$ cat src/rtl/pe_pkg.sv
// Shared constants for the GF(3^97) processing element and its control sequencers.
// Control word bit 10 is c0 and bit 0 is c10.
package pe_pkg;

   localparam int unsigned CTRL_W = 11;

   localparam logic [CTRL_W-1:0] CW_IDLE  = 11'h000;
   localparam logic [CTRL_W-1:0] CW_LOAD  = 11'h7C0;
   localparam logic [CTRL_W-1:0] CW_MITER = 11'h03F;
   localparam logic [CTRL_W-1:0] CW_CSTEP = 11'h280;
   localparam logic [CTRL_W-1:0] CW_CLAST = 11'h281;

   localparam logic OP_MULT = 1'b0;
   localparam logic OP_CUBE = 1'b1;

   typedef logic [2:0] state_t;

   localparam state_t ST_IDLE = 3'd0;
   localparam state_t ST_LOAD = 3'd1;
   localparam state_t ST_MULT = 3'd2;
   localparam state_t ST_CUBE = 3'd3;
   localparam state_t ST_DONE = 3'd4;

endpackage

$ cat src/rtl/pe_ctrl_decode.sv
// Purely combinational decode of sequencer state and counter into the PE control word.
// i_last is the counter value of the final cube step (n-1).
module pe_ctrl_decode
   import pe_pkg::*;
#(
   parameter int unsigned CNT_W = 6
) (
   input  logic [2:0]        i_state,
   input  logic [CNT_W-1:0]  i_cnt,
   input  logic [CNT_W-1:0]  i_last,
   output logic [CTRL_W-1:0] o_ctrl
);

   always_comb begin
      o_ctrl = CW_IDLE;
      case (i_state)
         ST_LOAD: o_ctrl = CW_LOAD;
         ST_MULT: o_ctrl = CW_MITER;
         ST_CUBE: o_ctrl = (i_cnt == i_last) ? CW_CLAST : CW_CSTEP;
         default: o_ctrl = CW_IDLE;
      endcase
   end

endmodule

$ cat src/rtl/pe_sequencer.sv
// Start/done initiator for the GF(3^97) PE: runs one multiply or an n-fold cube,
// driving the control word each cycle and pulsing done in the single result-valid cycle.
module pe_sequencer
   import pe_pkg::*;
#(
   parameter int unsigned MULT_ITERS = 33,
   parameter int unsigned CNT_W      = 6
) (
   input  logic              clk,
   input  logic              reset,
   input  logic              start,
   input  logic              op,
   input  logic [5:0]        cube_n,
   output logic              busy,
   output logic              done,
   output logic [CTRL_W-1:0] ctrl
);

   state_t           r_state;
   logic [CNT_W-1:0] r_cnt;
   logic [CNT_W-1:0] r_last;
   logic             r_op;

   logic             w_mult_end;
   logic             w_cube_end;
   logic [CNT_W-1:0] w_last_in;

   assign w_mult_end = (r_cnt == CNT_W'(MULT_ITERS - 1));
   assign w_cube_end = (r_cnt == r_last);
   // A cube count of 0 runs as a single step, so the final counter value is 0 too.
   assign w_last_in  = (cube_n == 6'd0) ? '0 : CNT_W'(cube_n - 6'd1);

   always_ff @(posedge clk or posedge reset) begin
      if (reset) begin
         r_state <= ST_IDLE;
         r_cnt   <= '0;
         r_last  <= '0;
         r_op    <= OP_MULT;
      end else begin
         case (r_state)
            ST_IDLE: begin
               if (start) begin
                  r_op    <= op;
                  r_last  <= w_last_in;
                  r_state <= ST_LOAD;
               end
            end
            ST_LOAD: begin
               r_cnt   <= '0;
               r_state <= (r_op == OP_CUBE) ? ST_CUBE : ST_MULT;
            end
            ST_MULT: begin
               if (w_mult_end) begin
                  r_cnt   <= '0;
                  r_state <= ST_DONE;
               end else begin
                  r_cnt <= r_cnt + 1'b1;
               end
            end
            ST_CUBE: begin
               if (w_cube_end) begin
                  r_cnt   <= '0;
                  r_state <= ST_DONE;
               end else begin
                  r_cnt <= r_cnt + 1'b1;
               end
            end
            default: r_state <= ST_IDLE;
         endcase
      end
   end

   assign busy = (r_state != ST_IDLE);
   assign done = (r_state == ST_DONE);

   pe_ctrl_decode #(
      .CNT_W (CNT_W)
   ) u_decode (
      .i_state (r_state),
      .i_cnt   (r_cnt),
      .i_last  (r_last),
      .o_ctrl  (ctrl)
   );

endmodule

$ cat config.mk
export PLATFORM = sky130hd
export DESIGN_NAME = pe_sequencer
export DESIGN_NICKNAME = d
export VERILOG_FILES = /design/src/rtl/pe_pkg.sv /design/src/rtl/pe_ctrl_decode.sv /design/src/rtl/pe_sequencer.sv
export SDC_FILE = /design/constraint.sdc
export NUM_CORES = 1
export LEC_CHECK = 0
export CAP_MARGIN = 20
export CORE_MARGIN = 2
export CORE_UTILIZATION = 55
export CTS_BUF_LIST = sky130_fd_sc_hd__clkbuf_4
export DETAILED_ROUTE_END_ITERATION = 16
export PLACE_DENSITY_LB_ADDON = 0.05
export SLEW_MARGIN = 20
export SYNTH_ARGS = -nofsm -noshare
export SYNTH_HDL_FRONTEND = slang
export SYNTH_SLANG_ARGS = --single-unit
$ cat constraint.sdc
create_clock -name clk -period 3.2 [get_ports clk]
set_input_delay 0.48 -clock clk [delete_from_list [all_inputs] [get_ports clk]]
set_output_delay 0.48 -clock clk [all_outputs]
set_load 0.05 [all_outputs]
==> impl_metrics.ini <==
[cts]
clk_latency_ns = 0.29
cts_resized = 0
root_buffer = clkbuf_4
cts_num_sinks = 16
cts_setup_buffers = 0
clk_pin_slew_worst_paths_ns = 0.09
cts_max_path_buffers = 2
ctsHoldBuffers = 0
cts_buffers = 3
htree_levels = 1
cts_tree = yes

[logic_synthesis]
syn_nets = 125
synth-xor-area-share_pct = 9.57
synth-adder-area-share_pct = 4.97
synth_mux_area_share_pct = 2.11
synth-seq-cells = 16
synth_seq_area_share_pct = 39.8
synth_cell_types = 31
synth_compound_area_share_pct = 12.4
synth_area_um2 = 1010
synth_top_family_by_area = simple AND/OR/NAND/NOR gates
synth_cells = 111
yosys_warnings = 0
syn_area_per_cell_um2 = 9.07
synth-simple-area-share_pct = 21.9

[die]
start_util_pct = 58.3
ioPinCount = 23
die_width_um = 46.8
core_um2 = 1730
num_rows = 15
fp.dieH_um = 46.8
dieArea_um2 = 2190

[min_path]
holdCritStartpoint = r_last[5]
hp-class = register to register
whs_path_depth = 2

[sta]
hold_viol = 0
period_needed_ns = 2.76
drv_slew = 0
finalSetupViolCount = 0
finalCritPeriodShare_pct = 86.3
setup_tns_ns = 0
rsz0062_at_grt = false
fmax_mhz = 362
clock_skew_ns = 0.00121
worst_pin_slew_ns = 0.585
max_slew_margin_pct = 61.0

[global_route]
overflow = 0
track_usage_pct = 19.4
antenna_found_initial = 0
grt_max_degree = 17
grt_pass1_vias = 640
grt_pass1_wl_um = 2850

[critical_path]
startpoint_type = register
crit_path_cell_trace = xor2_1, nor4_4, nand2_1, a21oi_1, clkdlybuf4s50_1
cp.arrival_ns = 2.28
cp-startpoint = r_cnt[4]
reg2reg_depth = 5
slowest_delay_ns = 0.81
rrSetupSlack_ns = 1.37
worstReg2RegStart = r_cnt[4]
cp_slowest_cell = clkdlybuf4s50_1
endpoint_kind = output port
path_class = register to output port
cp_max_fo = 5
worstPathRequired_ns = 2.72

[drt]
drt_first_pass_iters = 4
ant_nets = 0
vias = 774
drc_errors = 0
drt_iter0_markers = 9
viasPerCell = 5.06
wl_per_cell_um = 11.4
drt-total-wl_um = 1750

[placed_design]
gp_congestion = 0.795
port_buffers = 22
hpwlAfterDp_um = 1370
placed_cells_incl_taps = 149

[power]
p_total_mw = 1.25
p_leak_nw = 0.572
ir_worst_vdd_uv = 661
p_per_area_nw_per_um2 = 1020

[status]
outcome = finished, final reports clean

[layout]
drive_gt1_share_pct = 7.81
area_growth_pct = 20.9
diodes = 0
fin_nets = 143
fill_cells = 149
stdcell_count = 153

[job]
max_cap_violations = 0
-- critical path: cells and delay by family (launching register included) --
| kind | cells | cell delay, ns |
|---|---|---|
| AO/OA/AOI/OAI | 1 | 0.15 |
| XOR/XNOR | 1 | 0.21 |
| buffers and inverters | 1 | 0.81 |
| flip-flops | 1 | 0.45 |
| AND/OR/NAND/NOR | 2 | 0.38 |
-- per-layer routing --
| metal | wire length, um | vias to the layer above | global-route usage [%] |
|---|---|---|---|
| met1 | 780 | 351 | 24.4 |
| met2 | 832 | 21 | 30.4 |
| met4 | 33 | 0 | 8.33 |
| li1 | - | 398 | - |
| met5 | 0 | - | 0 |
| met3 | 100 | 4 | 6.92 |
-- stage by stage --
stage                     worst slack, ns  cell area (um2)  utilization (%)  hold slack, ns
final                               0.439             1220             70.5           0.503
after detailed placement            0.758             1190             69.0           0.490
after global routing                0.317             1220             70.5           0.535
after CTS                           0.425             1220             70.5           0.512
after floorplan                     0.974             1010                -           0.394
after global placement              0.782             1190             69.0           0.486
-- cells by family (layout without fill, tap and decap cells) --
| group | Yosys count | in the layout |
|---|---|---|
| muxes | 2 | 2 |
| and+or+nand+nor | 42 | 42 |
| AOI/OAI and AO/OA | 20 | 20 |
| xor gates and xnor gates | 11 | 11 |
| buffers and inverters | 16 | 33 |
| DFF | 16 | 16 |
| adders and majority gates | 4 | 4 |
-- cells in the mapped netlist --
cell type  count  share of area [%]
buf_6          1                1.1
buf_4          7                5.2
nor3b_1        1               0.75
ha_1           4                5.0
a211o_1        1               0.87
a31o_1         1               0.87
a31o_2         1               0.87
a21o_1         3                2.2
nor2_1        10                3.7
nor2b_1        2                1.2
or2_2          2                1.2
or3_1          1               0.62
nor3b_2        1                1.2
o21bai_1       2                1.5
nand2_1       17                6.3
xnor2_1        2                1.7
dfrtp_1       16                 40
a21oi_1        2               0.99
xor2_1         9                7.8
and4bb_2       1                1.2
o21ai_0        9                4.5
nand3_1        2               0.99
mux2i_1        1               0.99
nand2b_1       1               0.62
clkbuf_1       1               0.37
nor3_1         2               0.99
nor4_4         1                2.1
inv_1          7                2.6
nand3b_1       1               0.75
a31oi_1        1               0.62
mux2_2         1                1.1
-- layout make-up --
class / instances / area (um2) / area share (%)
multi-input cells: 79 / 513 / 42.1
flip-flops and latches: 16 / 400 / 32.9
repair buffers: 22 / 220 / 18.1
well taps: 25 / 31.3 / 2.57
inverters: 7 / 26.3 / 2.16
clock buffers: 3 / 22.5 / 1.85
clock inverters: 1 / 3.75 / 0.308
-- where the power goes --
| part | leakage (nW) | switching (mW) | internal [mW] | total, mW |
|---|---|---|---|---|
| Clock | 0.0154 | 0.0656 | 0.0455 | 0.111 |
| Sequential | 0.206 | 0.0960 | 0.281 | 0.377 |
| Combinational | 0.351 | 0.486 | 0.273 | 0.759 |
-- sequential cells by signal, indices dropped and copies added, names as in the netlist --
signal / count
r_cnt: 6
r_last: 6
r_op: 1
r_state: 3
-- path summary, 6_finish.rpt --
| path | end |
|---|---|
| min | r_last[5] |
| max reg2reg | r_cnt[5] |
| max | ctrl[0] |
| max in group asynchronous | r_cnt[3] |
| min reg2reg | r_last[5] |
| min in group asynchronous | r_cnt[5] |
-- placed cells by master, fill, tap and decap left out, types with 3 or more instances in the layout --
| master | Yosys | final |
|---|---|---|
| a21o_1 | 3 | 3 |
| clkbuf_4 | 0 | 3 |
| clkdlybuf4s50_1 | 0 | 22 |
| dfrtp_1 | 16 | 16 |
| ha_1 | 4 | 4 |
| inv_1 | 7 | 7 |
| nand2_1 | 17 | 17 |
| nor2_1 | 10 | 10 |
| o21ai_0 | 9 | 9 |
| xor2_1 | 9 | 9 |
Power figures use the tool's default switching activity.
